[config.mk]
export PLATFORM = sky130hd
export DESIGN_NAME = seg_scan_driver
export DESIGN_NICKNAME = d
export VERILOG_FILES = /design/src/rtl/seg_scan_driver.sv
export SDC_FILE = /design/constraint.sdc
export NUM_CORES = 1
export LEC_CHECK = 0
export CAP_MARGIN = 20
export CELL_PAD_IN_SITES_DETAIL_PLACEMENT = 0
export CELL_PAD_IN_SITES_GLOBAL_PLACEMENT = 1
export CORE_MARGIN = 2
export CORE_UTILIZATION = 38
export CTS_CLUSTER_SIZE = 40
export DETAILED_ROUTE_END_ITERATION = 6
export PLACE_DENSITY_LB_ADDON = 0.1
export SYNTH_ARGS = -nofsm -noshare
export SYNTH_HDL_FRONTEND = slang
export SYNTH_SLANG_ARGS = --single-unit
[constraint.sdc]
create_clock -name clk -period 3.2 [get_ports clk]
set_clock_uncertainty 0.1 [all_clocks]
set_input_delay 0.8 -clock clk [delete_from_list [all_inputs] [get_ports clk]]
set_output_delay 0.8 -clock clk [all_outputs]
set_load 0.05 [all_outputs]
[src/rtl/seg_scan_driver.sv]
// Multiplexed 7-segment scan driver: snapshots an N-digit hex bus once per frame
// and scans it onto a shared segment bus with blanking, zero suppression and a frame pulse.
module seg_scan_driver #(
  parameter int FREQUENCY_IN   = 50_000_000,
  parameter int SCAN_FREQ      = 1000,
  parameter int DIGIT_NUM      = 8,
  parameter int BLANK_CYCLES   = 16,
  parameter int SEG_ACTIVE_LOW = 1,
  parameter int DIG_ACTIVE_LOW = 1
) (
  input  logic                   clk,
  input  logic                   rst,
  input  logic                   en_in,
  input  logic [DIGIT_NUM*4-1:0] bcd_in,
  input  logic [DIGIT_NUM-1:0]   dp_in,
  input  logic                   lz_en_in,
  output logic [7:0]             seg_out,
  output logic [DIGIT_NUM-1:0]   dig_out,
  output logic                   frame_done_out
);

  localparam int DIV   = FREQUENCY_IN / SCAN_FREQ;
  localparam int CNT_W = (DIV > 1) ? $clog2(DIV) : 1;
  localparam int IDX_W = (DIGIT_NUM > 1) ? $clog2(DIGIT_NUM) : 1;
  localparam logic [CNT_W-1:0]     CNT_LAST  = CNT_W'(DIV - 1);
  localparam logic [CNT_W-1:0]     BLANK_END = CNT_W'(BLANK_CYCLES);
  localparam logic [IDX_W-1:0]     IDX_LAST  = IDX_W'(DIGIT_NUM - 1);
  localparam logic [7:0]           SEG_INACT = (SEG_ACTIVE_LOW != 0) ? 8'hFF : 8'h00;
  localparam logic [DIGIT_NUM-1:0] DIG_INACT = (DIG_ACTIVE_LOW != 0) ? {DIGIT_NUM{1'b1}}
                                                                     : {DIGIT_NUM{1'b0}};

  function automatic logic [6:0] glyph(input logic [3:0] nib);
    logic [6:0] g;
    case (nib)
      4'h0:    g = 7'h3F;
      4'h1:    g = 7'h06;
      4'h2:    g = 7'h5B;
      4'h3:    g = 7'h4F;
      4'h4:    g = 7'h66;
      4'h5:    g = 7'h6D;
      4'h6:    g = 7'h7D;
      4'h7:    g = 7'h07;
      4'h8:    g = 7'h7F;
      4'h9:    g = 7'h6F;
      4'hA:    g = 7'h77;
      4'hB:    g = 7'h7C;
      4'hC:    g = 7'h39;
      4'hD:    g = 7'h5E;
      4'hE:    g = 7'h79;
      4'hF:    g = 7'h71;
      default: g = 7'h00;
    endcase
    return g;
  endfunction

  logic [CNT_W-1:0]       cnt_q, cnt_d;
  logic [IDX_W-1:0]       idx_q, idx_d;
  logic [DIGIT_NUM*4-1:0] sh_bcd_q;
  logic [DIGIT_NUM-1:0]   sh_dp_q;
  logic [7:0]             seg_q;
  logic [DIGIT_NUM-1:0]   dig_q;
  logic                   fd_q;

  logic                   snap_s;
  logic                   wrap_s;
  logic [DIGIT_NUM*4-1:0] bcd_s;
  logic [DIGIT_NUM-1:0]   dp_s;
  logic [3:0]             nib_s;
  logic                   dpbit_s;
  logic                   hide_s;
  logic [DIGIT_NUM-1:0]   onehot_s;
  logic [7:0]             seg_raw_s;
  logic [DIGIT_NUM-1:0]   dig_raw_s;

  // The snapshot clock itself already displays the freshly captured frame.
  assign snap_s = en_in && (cnt_q == {CNT_W{1'b0}}) && (idx_q == {IDX_W{1'b0}});
  assign bcd_s  = snap_s ? bcd_in : sh_bcd_q;
  assign dp_s   = snap_s ? dp_in  : sh_dp_q;

  // Slot counter and digit index sequencing, frame wrap detection.
  always_comb begin
    cnt_d  = cnt_q;
    idx_d  = idx_q;
    wrap_s = 1'b0;
    if (!en_in) begin
      cnt_d = {CNT_W{1'b0}};
      idx_d = {IDX_W{1'b0}};
    end else if (cnt_q == CNT_LAST) begin
      cnt_d = {CNT_W{1'b0}};
      if (idx_q == IDX_LAST) begin
        idx_d  = {IDX_W{1'b0}};
        wrap_s = 1'b1;
      end else begin
        idx_d = idx_q + IDX_W'(1);
      end
    end else begin
      cnt_d = cnt_q + CNT_W'(1);
    end
  end

  // Select the active digit; upper_zero tracks "all digits from the top down to i are 0".
  always_comb begin
    logic upper_zero;
    logic sel;
    nib_s      = 4'h0;
    dpbit_s    = 1'b0;
    hide_s     = 1'b0;
    onehot_s   = {DIGIT_NUM{1'b0}};
    upper_zero = 1'b1;
    sel        = 1'b0;
    for (int i = DIGIT_NUM - 1; i >= 0; i--) begin
      upper_zero  = upper_zero & (bcd_s[4*i +: 4] == 4'h0);
      sel         = (idx_q == IDX_W'(i));
      nib_s       = nib_s | (bcd_s[4*i +: 4] & {4{sel}});
      dpbit_s     = dpbit_s | (dp_s[i] & sel);
      onehot_s[i] = sel;
      hide_s      = hide_s | (sel & lz_en_in & upper_zero & (i != 0));
    end
  end

  // Active-high segment/digit pattern before polarity.
  always_comb begin
    seg_raw_s = 8'h00;
    dig_raw_s = {DIGIT_NUM{1'b0}};
    if (!en_in || (cnt_q < BLANK_END)) begin
      seg_raw_s = 8'h00;
      dig_raw_s = {DIGIT_NUM{1'b0}};
    end else begin
      seg_raw_s = {dpbit_s, (hide_s ? 7'h00 : glyph(nib_s))};
      dig_raw_s = onehot_s;
    end
  end

  // State, shadow capture and polarity-applied output registers.
  always_ff @(posedge clk or negedge rst) begin
    if (!rst) begin
      cnt_q    <= {CNT_W{1'b0}};
      idx_q    <= {IDX_W{1'b0}};
      sh_bcd_q <= {(DIGIT_NUM*4){1'b0}};
      sh_dp_q  <= {DIGIT_NUM{1'b0}};
      seg_q    <= SEG_INACT;
      dig_q    <= DIG_INACT;
      fd_q     <= 1'b0;
    end else begin
      cnt_q <= cnt_d;
      idx_q <= idx_d;
      fd_q  <= wrap_s;
      seg_q <= seg_raw_s ^ SEG_INACT;
      dig_q <= dig_raw_s ^ DIG_INACT;
      if (snap_s) begin
        sh_bcd_q <= bcd_in;
        sh_dp_q  <= dp_in;
      end else begin
        sh_bcd_q <= sh_bcd_q;
        sh_dp_q  <= sh_dp_q;
      end
    end
  end

  assign seg_out        = seg_q;
  assign dig_out        = dig_q;
  assign frame_done_out = fd_q;

endmodule

======== Word-level counts from Yosys, hierarchy flattened ========
Memories as Yosys holds them, arrays and structs flattened.
Cells that the tools add are included.
storage, ports and cells
  bits in registers ....................... 76
  memories kept ........................... 1
  memory bits (read-only) ................. 112
  output and inout bits ................... 17
  bits of input ports ..................... 44
operators by class
  bitwise operators ....................... 58
  muxes and demuxes ....................... 13
  reductions and logical operators ........ 13
  $add $sub $neg .......................... 2
  equality and inequality tests ........... 9
  order comparisons ....................... 1
memory list
  memory            depth  bits a word  rd ports  clocked after memory_dff  write ports  line  RTL
  (name not given)  16     7            1         0                         0            34    case (nib)
operator list
  cell                     number
  $and A4 B4 Y4            8
  $mux W16                 2
  $mux W32                 1
  $and A1 B1 Y1            28
  $logic_not A4 Y1         7
  $or A4 B4 Y4             7
  $mux W8                  3
  $add A16 B1 Y16 const B  1
  $eq A16 B16 Y1 const B   1
  $logic_not A16 Y1        1
  $lt A16 B5 Y1 const B    1
  $not A8 Y8               2
  $or A1 B1 Y1             13
  $eq A3 B3 Y1 const B     4
  $mux W3                  3
  $mux W7                  1
  $eq A3 B2 Y1 const B     2
  $add A3 B1 Y3 const B    1
  $eq A3 B1 Y1 const B     1
  $logic_not A3 Y1         1
  $mux W1                  3
  $logic_and A1 B1 Y1      2
  $ne A2 B1 Y1 const B     1
  $logic_not A1 Y1         1
  $logic_or A1 B1 Y1       1

======== Longest topological paths before layout ========
Gate-level depths: netlist of the first run.
  depth after elaboration ................. 16
  mapped depth ............................ 15

======== Worst setup path after synthesis of the first run ========
OpenSTA, ideal clock, no wires.
  path kind ............................... flip-flop to flip-flop
  start ................................... register idx_q[0]
  end ..................................... register seg_q[5], in the netlist seg_out[5]
  arrival ................................. 3.264 ns
  period minus slack after synthesis ...... 3.458 ns
  buffers on the path ..................... 2
  stages on the path, launching flop included .. 16
  setup slack ............................. -0.258 ns
  cells stage by stage .................... dfrtp_1 -> inv_1 -> ha_1 -> nor2b_1 -> nand4_2 -> nor2_4 -> buf_6 -> mux2_4 -> a222oi_1 -> and4b_1 -> buf_4 -> inv_1 -> ha_1 -> inv_1 -> nor3_1 -> or4_1
on the way
  longest elaborated chain between the ends .. 15
RTL lines
  item                                                      line      RTL
  start, declared                                           57        logic [IDX_W-1:0] idx_q, idx_d;
  start signal, assigned                                    138       idx_q <= {IDX_W{1'b0}};
  start signal, assigned                                    146       idx_q <= idx_d;
  $logic_not A3 Y1 *                                        76        assign snap_s = en_in && (cnt_q == {CNT_W{1'b0}}) && (idx_q == {IDX_W{1'b0}});
  $logic_and A1 B1 Y1 *                                     76
  $mux W32 *                                                -
  named net bcd_s[28]                                       66        logic [DIGIT_NUM*4-1:0] bcd_s;
  $and A4 B4 Y4 or $logic_not A4 Y1 (tied branches)         114, 112
  $or A4 B4 Y4 or $and A1 B1 Y1 (tied branches)             114, 112
  $or A4 B4 Y4, or another cell as far along (6 in series)  114       nib_s = nib_s | (bcd_s[4*i +: 4] & {4{sel}});
  $mem_v2 Z16 W7 or $or A1 B1 Y1 (tied branches)            -
  $mux W7 *                                                 129       seg_raw_s = {dpbit_s, (hide_s ? 7'h00 : glyph(nib_s))};
  $mux W8 *                                                 125       if (!en_in || (cnt_q < BLANK_END)) begin
  $not A8 Y8 (no line) *                                    -
  end signal, assigned                                      148       seg_q <= seg_raw_s ^ SEG_INACT;
  end, declared                                             60        logic [7:0] seg_q;
Mark *: on every way through the listed nets, which the timed path passes. The rest lies on a longest branch.
A chain may end at the register's enable or synchronous reset.

======== Worst setup path after layout of the first run ========
  start ................................... register cnt_q[11]
  end ..................................... register seg_q[1], in the netlist seg_out[1]
on the way
  longest elaborated chain between the ends .. 16
RTL lines
  item                                                      line      RTL
  start, declared                                           56        logic [CNT_W-1:0] cnt_q, cnt_d;
  start signal, assigned                                    137       cnt_q <= {CNT_W{1'b0}};
  start signal, assigned                                    145       cnt_q <= cnt_d;
  $logic_not A16 Y1 *                                       76
  $logic_and A1 B1 Y1 * (2 in series)                       76
  $mux W32 *                                                -
  named net bcd_s[28]                                       66
  $and A4 B4 Y4 or $logic_not A4 Y1 (tied branches)         114, 112
  $or A4 B4 Y4 or $and A1 B1 Y1 (tied branches)             114, 112
  $or A4 B4 Y4, or another cell as far along (6 in series)  114
  $mem_v2 Z16 W7 or $or A1 B1 Y1 (tied branches)            -
  $mux W7 *                                                 129
  $mux W8 *                                                 125
  $not A8 Y8 (no line) *                                    -
Marked as above.

==> impl_metrics.yaml, run 1 <==
cells_and_area:
  layout-drive-gt1-share: 0.357
  area_growth_pct: 41.2
  nets: 539
  multi_input_comb_area_sq_um: 1940
  regArea_sq_um: 1920
  num_antenna_cells: 0
  fill_cells: 872
min_path:
  min_path_type: "input port to async pin"
synth:
  synth-seq-cells: 76
  synth_cell_type_count: 62
  synth_ff_type: "dfrtp_1"
  synth_top_area_cell: "dfrtp_1"
  syn_avg_cell_area_sq_um: 11.0
  synthTopCellsByArea: "dfrtp_1 (39%), dfstp_2 (11%), mux2_2 (9.6%), ha_1 (3.9%), nor2_1 (3.1%)"
  async_flop_share: 1.00
  syn_inst: 352
  synth-seq-area-share: 0.494
  yosysMostFrequentCell: "dfrtp_1"
  ys_warn_count: 0
  synth_nets: 408
  ys_top_cells_by_count: "dfrtp_1 (60), mux2_2 (33), nor2_1 (32)"
  syn_area_sq_um: 3890
  synth_top_area_frac: 0.386
  synth_edf_count: 0
global_route:
  overflow: 0
  grt_pass1_wl_mm: 16.2
  grt.total_usage: 0.189
  grt_pass1_vias: 3249
  grt_max_degree: 77
  antenna_found_initial: 0
worst_setup_path:
  max_stage_delay_ns: 0.41
  critPathKind: "register to register"
  cp-start-kind: "register"
  worst_ep_arrival_time_ns: 3.42
  crit_path_top_delay_cell: "dfrtp_1"
  cp_max_fo: 6
  crit_chain: "nor4_4 -> nand4_4 -> nor2_4 -> buf_12 -> mux2_4 -> a222oi_1 -> and4b_2 -> ha_4 -> mux2i_1 -> nor2_1 -> or3_1"
  worst_setup_path_end_kind: "register"
  worstPathRequired_ns: 3.38
sta:
  setup_violations: 2
  fin_ws_ns: -0.0413
  tightestPinTransition_ns: 0.506
  finalHoldViolations: 0
  setup_tns_ns: -0.0562
  fmax_mhz: 309
  rsz0062_at_grt: "yes"
  drv_slew: 0
  min_period_ns: 3.24
  fin_crit_sh: 1.01
  holdWs_ns: 0.346
  maxSlewHeadroom: 0.662
route:
  drtAntennaViolNets: 0
  drc: 0
  via_per_inst: 5.10
  drtPass1Iterations: 4
  finalWirelength_mm: 10.1
  vias: 3164
  first_iter_violations: 118
  routedWlPerCell_microns: 16.2
placed_design:
  dpl.hpwl_mm: 7.08
  place_ws_ns: -0.700
  numPortBuffers: 60
  gp_congestion: 0.860
power_and_ir_drop:
  power_leakage_nw: 2.31
  power_mw: 2.49
  p_per_area_nw_per_um2: 454
  peakVddDrop_uv: 188
floorplanning:
  die_area_sq_um: 11100
  die_h_microns: 105
  num_rows: 36
  initial_utilization: 0.394
  die_x_microns: 105
  core_area_sq_um: 9860
  io_pins: 61
cts:
  cts_buffer_depth: 2
  cts_buffers: 9
  clock_latency_ns: 0.36
  cts_tree: "built"
  cts_max_level: 3
  cts.clk_slew.worst_paths_ns: 0.09
  cts-root-buf: "clkbuf_8"
  cts_sinks: 76
  hold_buffers: 0
flow_run:
  drv_cap: 0
status:
  outcome: "complete, but fails checks"
  violations: "negative setup slack"
-- cell usage in the layout (no fill, tap or decap), types with 3 or more instances in the layout --
| cell | count |
|---|---|
| nand3_1 | 15 |
| xnor2_1 | 6 |
| mux2_2 | 30 |
| nor3_1 | 5 |
| clkdlybuf4s50_1 | 58 |
| nor4_1 | 7 |
| dfstp_2 | 16 |
| and4_1 | 3 |
| or3_1 | 3 |
| o21ai_0 | 9 |
| nand2_1 | 31 |
| ha_4 | 4 |
| ha_1 | 7 |
| or4_1 | 4 |
| mux2i_1 | 6 |
| buf_4 | 64 |
| nor2_1 | 31 |
| nor3_2 | 3 |
| a21oi_1 | 8 |
| and3_1 | 6 |
| inv_2 | 4 |
| mux2_4 | 5 |
| o211ai_1 | 3 |
| buf_12 | 4 |
| xor2_1 | 7 |
| inv_1 | 8 |
| buf_6 | 7 |
| clkbuf_8 | 9 |
| clkinvlp_4 | 3 |
| nor2b_1 | 3 |
| dfrtp_1 | 60 |
-- logic make-up after synthesis --
logic type / share of synthesized area
and+or+nand+nor: 0.182
AOI/OAI and AO/OA: 0.0933
adders and majority gates: 0.0386
buffers and inverters: 0.0351
xor gates and xnor gates: 0.0293
muxes: 0.127
DFF: 0.494
-- what timing repair did --
action / 4_1_cts / 5_1_grt
pin swaps: 18 / 9
endpoints found under the setup margin: 7 / 7
resized for setup: 23 / 11
setup buffers: 10 / 8
-- layout make-up --
class,count,area share
Clock buffer,10,0.0233
Clock inverter,6,0.00752
Inverter,13,0.00889
Multi-Input combinational cell,248,0.353
Sequential cell,76,0.350
Tap cell,133,0.0303
Timing Repair Buffer,135,0.227
-- routing by layer --
metal,track usage,share of wire,up-vias
met5,0,0,-
met2,0.311,0.49,60
met3,0.0374,0.041,13
met1,0.251,0.45,1566
met4,0.0552,0.012,0
li1,-,-,1525
-- sequential cells by signal, indices dropped and copies added (netlist names) --
signal	flops
sh_bcd_q	32
cnt_q	16
dig_out	8
seg_out	8
sh_dp_q	8
idx_q	3
frame_done_out	1
-- worst paths after layout --
check	to	cells past startpoint	slack (ns)	start
setup / recovery	seg_out[1]	11	-0.04	cnt_q[11]
min in group clk	sh_dp_q[5]	1	0.40	sh_dp_q[5]
max in group asynchronous	seg_out[7]	2	2.29	rst
setup reg to reg	seg_out[1]	11	-0.04	cnt_q[11]
hold reg to reg	sh_dp_q[5]	1	0.40	sh_dp_q[5]
hold / removal	sh_bcd_q[13]	2	0.35	rst
-- critical path, delay by kind of cell (launching register included) --
family          cells  cell delay, ns
flops               1            0.41
mux                 2            0.47
fa+ha+maj           1            0.23
simple gates        6            1.44
buf+inv             1            0.13
compound gates      1            0.38
-- power breakdown --
part	internal [mW]	total (mW)	switching, mW	leakage [nW]
logic	0.393	0.682	0.289	1.32
registers	1.09	1.15	0.0669	0.916
clock network	0.280	0.656	0.376	0.0783
total	1.76	2.49	0.731	2.31
-- per-stage QoR --
step	util	cells	area, sq um
after global placement	0.513	588	5060
after floorplan	-	352	3920
after CTS	0.545	613	5380
after detailed placement	0.513	588	5060
final	0.556	621	5490
after global routing	0.556	621	5490
Power figures use the tool's default switching activity.
==> run 2: changes to the inputs <==
--- a/config.mk
+++ b/config.mk
@@ -5,11 +5,10 @@
 export SDC_FILE = /design/constraint.sdc
 export NUM_CORES = 1
 export LEC_CHECK = 0
-export CAP_MARGIN = 20
 export CELL_PAD_IN_SITES_DETAIL_PLACEMENT = 0
 export CELL_PAD_IN_SITES_GLOBAL_PLACEMENT = 1
 export CORE_MARGIN = 2
-export CORE_UTILIZATION = 38
+export CORE_UTILIZATION = 46
 export CTS_CLUSTER_SIZE = 40
 export DETAILED_ROUTE_END_ITERATION = 6
 export PLACE_DENSITY_LB_ADDON = 0.1
==> constraint.sdc (replaced) <==
create_clock -name clk -period 4.06 [get_ports clk]
set_clock_uncertainty 0.1 [all_clocks]
set_input_delay 1.015 -clock clk [delete_from_list [all_inputs] [get_ports clk]]
set_output_delay 1.015 -clock clk [all_outputs]
set_load 0.05 [all_outputs]
==> run 2 against run 1 <==
Against the previous run: the run now ends clean; critical path depth unchanged; total power down 23%; count of clock-buffer cells in the layout up 5; setup slack better by 0.40 ns; register-to-register slack better by 0.61 ns; via count down 7.8%; wire length down 11%; die area down 17%; sequential cell count unchanged.
==> impl_metrics.yaml, run 2 (synthesis gave the netlist of run 1 again) <==
power_and_ir_drop:
  internal-power_mw: 1.41
  power_switching_mw: 0.501
  power_mw: 1.92
  seqPwrFrac: 0.477
  p_comb_frac: 0.214
  p_per_area_nw_per_um2: 388
  power_leakage_nw: 2.03
  p_sw_frac: 0.262
  p_clk_frac: 0.309
  peakVddDrop_uv: 210
cts:
  cts_max_level: 3
  hold_buffers: 0
  cts-root-buf: "clkbuf_8"
  cts_resized: 0
  cts_sinks: 76
  clock_latency_ns: 0.34
  cts_buffer_depth: 2
  cts_setup_buffers: 0
  cts_tree: "built"
  cts_buffers: 9
  cts.clk_slew.worst_paths_ns: 0.07
route:
  vias: 2918
  drtPass1Iterations: 5
  first_iter_violations: 144
  finalWirelength_mm: 8.96
  drtAntennaViolNets: 0
  via_per_inst: 5.40
  drc: 0
  routedWlPerCell_microns: 16.6
worst_setup_path:
  cp-startpoint: "en_in"
  cp_max_fo: 12
  cp-start-kind: "input port"
  worstPathRequired_ns: 4.22
  worst_ep_arrival_time_ns: 3.85
  critPathKind: "input port to register"
  worst_setup_path_end_kind: "register"
  r2r_start: "idx_q[0]"
flow_run:
  drv_cap: 0
min_path:
  hold_start: "cnt_q[0]"
  min_path_type: "register to register"
floorplanning:
  die_x_microns: 95.9
  core_area_sq_um: 8220
  initial_utilization: 0.473
  num_rows: 33
  io_pins: 61
  die_area_sq_um: 9200
  die_h_microns: 95.9
sta:
  tightestPinTransition_ns: 0.545
  rsz0062_at_grt: "no"
  fmax_mhz: 271
  maxSlewHeadroom: 0.636
  fin_crit_sh: 0.911
  fin_ws_ns: 0.363
  drv_slew: 0
  setup_tns_ns: 0
  min_period_ns: 3.70
  finalHoldViolations: 0
  setup_violations: 0
cells_and_area:
  top_register: "sh_bcd_q"
  layout-drive-gt1-share: 0.230
  final_common_cell: "dfrtp_1"
  nets: 486
  largest_register_ff_count: 32
  final_cell_mix: "dfrtp_1 (60), clkdlybuf4s50_1 (59), mux2_2 (33)"
  area_growth_pct: 27.0
  reg_top3: "sh_bcd_q (32), cnt_q (16)"
  fill_cells: 704
  regArea_sq_um: 1920
  multi_input_comb_area_sq_um: 1830
  num_antenna_cells: 0
placed_design:
  place_ws_ns: 0.00943
  numPortBuffers: 60
  dpl.hpwl_mm: 6.74
  gp_congestion: 0.830
global_route:
  antenna_found_initial: 0
  grt.total_usage: 0.213
  grt_pass1_wl_mm: 14.6
  grt_max_degree: 77
  grt_pass1_vias: 2925
  overflow: 0
status:
  outcome: "complete, no violations"
run 2: metrics by stage:
| stage | hold slack, ns | cell area (sq um) | utilization | std cells |
|---|---|---|---|---|
| floorplan | 0.355 | 3890 | - | 352 |
| global placement | 0.380 | 4730 | 0.576 | 524 |
| detailed placement | 0.384 | 4730 | 0.576 | 524 |
| CTS | 0.395 | 4940 | 0.601 | 540 |
| global route | 0.415 | 4940 | 0.601 | 540 |
| finish | 0.398 | 4940 | 0.601 | 540 |
run 2: power groups by stage:
stage / sequential [mW] / combinational, mW / clock (mW)
after floorplan: 0.905 / 0.258 / 0
after global placement: 0.923 / 0.404 / 0
after detailed placement: 0.928 / 0.411 / 0
after CTS: 0.913 / 0.414 / 0.609
after global routing: 0.926 / 0.451 / 0.649
final: 0.914 / 0.411 / 0.591
run 2: worst max-delay path, stage by stage:
cell	delay [ns]
clkdlybuf4s50_1	0.51
nand4_2	0.13
nor2_4	0.27
buf_12	0.19
mux2_2	0.35
o21ba_2	0.19
and4b_1	0.31
buf_4	0.19
nor2_1	0.06
and2_1	0.14
or4_1	0.49
run 2: worst paths after layout:
| check | end | cells past startpoint | slack (ns) |
|---|---|---|---|
| setup / recovery | seg_out[5] | 11 | 0.36 |
| hold / removal | cnt_q[0] | 1 | 0.40 |
| hold reg to reg | cnt_q[0] | 1 | 0.40 |
| setup reg to reg | seg_out[5] | 13 | 0.57 |
| max in group asynchronous | seg_out[3] | 2 | 2.90 |
| min in group asynchronous | sh_dp_q[0] | 2 | 0.58 |
run 2: cell type report:
cell class                      count  share of cell area
Inverter                           13             0.00989
Tap cell                          105              0.0266
Multi-Input combinational cell    248               0.371
Sequential cell                    76               0.389
Clock inverter                      1             0.00608
Timing Repair Buffer               82               0.162
Clock buffer                       15              0.0357
run 2: layer usage:
metal / vias to the layer above / GRT usage / share of wire
met5: - / 0 / 0
met1: 1414 / 0.298 / 0.46
met2: 82 / 0.332 / 0.47
li1: 1417 / - / -
met4: 0 / 0.0702 / 0.0093
met3: 5 / 0.0446 / 0.062
==> run 3: changes to the inputs <==
--- a/config.mk
+++ b/config.mk
@@ -12,6 +12,7 @@
 export CTS_CLUSTER_SIZE = 40
 export DETAILED_ROUTE_END_ITERATION = 6
 export PLACE_DENSITY_LB_ADDON = 0.1
+export REMOVE_ABC_BUFFERS = 1
 export SYNTH_ARGS = -nofsm -noshare
 export SYNTH_HDL_FRONTEND = slang
 export SYNTH_SLANG_ARGS = --single-unit
==> run 3 against run 2 <==
Against the previous run: final area shrank 0.28%; setup slack lost 0.023 ns; count of clock-buffer cells in the layout shrank 5; combinational power shrank 2%; sequential power shrank 0.4%; maximum frequency shrank 0.63%; clock power grew 8.6%; die area is the same; core utilization shrank 0.17 points; non-clock buffer count shrank 1.
==> impl_metrics.yaml, run 3 (synthesis gave the netlist of run 1 again) <==
status:
  outcome: "complete, no violations"
route:
  drtPass1Iterations: 5
  drc: 0
  via_per_inst: 5.43
  routedWlPerCell_microns: 16.2
  first_iter_violations: 169
  vias: 2927
  drtAntennaViolNets: 0
  finalWirelength_mm: 8.71
cells_and_area:
  nets: 485
  num_antenna_cells: 0
  post-route-util: 0.599
  top_register: "sh_bcd_q"
  largest_register_ff_count: 32
  final_cell_mix: "dfrtp_1 (60), clkdlybuf4s50_1 (59), mux2_2 (33)"
  design_area_sq_um: 4920
  layout-drive-gt1-share: 0.235
  reg_top3: "sh_bcd_q (32), cnt_q (16)"
  area_growth_pct: 26.6
  final_common_cell: "dfrtp_1"
worst_setup_path:
  r2r_slack_ns: 0.58
  worstPathRequired_ns: 4.22
  cp_max_fo: 11
  worst_ep_arrival_time_ns: 3.88
  cp-startpoint: "en_in"
  r2r_start: "idx_q[0]"
  r2r_end: "seg_out[5]"
  worst_setup_path_end_kind: "register"
  reg2reg_depth: 13
  critPathKind: "input port to register"
  cp-start-kind: "input port"
  endpoint: "seg_out[5]"
sta:
  setup_violations: 0
  finalHoldViolations: 0
  fin_crit_sh: 0.916
  holdWs_ns: 0.392
  rsz0062_at_grt: "no"
  min_period_ns: 3.72
  maxSlewHeadroom: 0.482
  drv_slew: 0
  tightestPinTransition_ns: 0.777
  fmax_mhz: 269
placed_design:
  numPortBuffers: 60
  gp_congestion: 0.806
  dpl_cell_area_sq_um: 4700
  dpl.hpwl_mm: 6.54
cts:
  cts-root-buf: "clkbuf_8"
  hold_buffers: 0
  cts_setup_buffers: 0
  clock_latency_ns: 0.34
  cts_max_level: 3
  cts_resized: 0
  cts_sinks: 76
  cts_tree: "built"
  cts_buffer_depth: 2
  cts.clk_slew.worst_paths_ns: 0.08
  cts_buffers: 9
power_and_ir_drop:
  peakVddDrop_uv: 220
  power_leakage_nw: 2.02
  power_mw: 1.96
  p_per_area_nw_per_um2: 397
global_route:
  overflow: 0
  grt_pass1_wl_mm: 14.2
  antenna_found_initial: 0
  grt_max_degree: 44
  grt_pass1_vias: 2851
  grt.total_usage: 0.205
floorplanning:
  die_area_sq_um: 9200
  initial_utilization: 0.473
  io_pins: 61
  core_area_sq_um: 8220
  die_h_microns: 95.9
  die_x_microns: 95.9
  num_rows: 33
flow_run:
  drv_cap: 0
min_path:
  min_path_type: "register to register"
==> run 3: cell types whose count changed in the layout (fill, tap and decap cells not counted), sizes merged <==
cell,change
clkbuf,-5
clkinvlp,+3
buf,-1
bufinv,+1
clkinv,+1
==> run 3: per-stage QoR <==
step / setup TNS (ns) / instances / worst slack [ns]
floorplan: 0 / 337 / 0.0209
global placement: 0 / 523 / 0.0276
detailed placement: -0.0245 / 523 / -0.0245
CTS: 0 / 539 / 0.342
global route: 0 / 539 / 0.148
finish: 0 / 539 / 0.340
==> run 3: how the worst min path moves through the flow <==
stage | from | end | slack (ns) | cells after the start
global route | sh_bcd_q[0] | sh_bcd_q[0] | 0.42 | 1
detailed placement | cnt_q[0] | cnt_q[0] | 0.39 | 1
CTS | cnt_q[0] | cnt_q[0] | 0.40 | 1
global placement | cnt_q[0] | cnt_q[0] | 0.38 | 1
finish | cnt_q[0] | cnt_q[0] | 0.39 | 1
floorplan | cnt_q[0] | cnt_q[0] | 0.35 | 1
==> run 3: layout make-up <==
| class | instances | area, sq um |
|---|---|---|
| Clock buffer | 10 | 138 |
| Tap cell | 105 | 131 |
| Clock inverter | 6 | 87.6 |
| Timing Repair Buffer | 81 | 766 |
| Fill cell | 745 | 3290 |
| Multi-Input combinational cell | 248 | 1830 |
| Sequential cell | 76 | 1920 |
| Inverter | 13 | 48.8 |
==> run 3: metal layers <==
metal	wire (microns)	part of all wire	track usage
met1	4090	0.47	0.297
met5	0	0	0
met4	148	0.017	0.0833
met3	439	0.050	0.0321
met2	4040	0.46	0.308
==> run 3: report_power, final <==
part	leakage, nW	switching, mW	internal (mW)
Clock	0.105	0.280	0.362
Sequential	0.916	0.0530	0.857
Combinational	0.997	0.188	0.215
==> run 3: critical path, stage by stage <==
cell and delay [ns]:
clkdlybuf4s50_1 0.51, nand4_2 0.13, nor2_4 0.20, buf_4 0.24, mux2_2 0.36, o21ba_2 0.19
and4b_1 0.31, buf_4 0.19, nor2_1 0.07, and2_1 0.15, or4_1 0.50
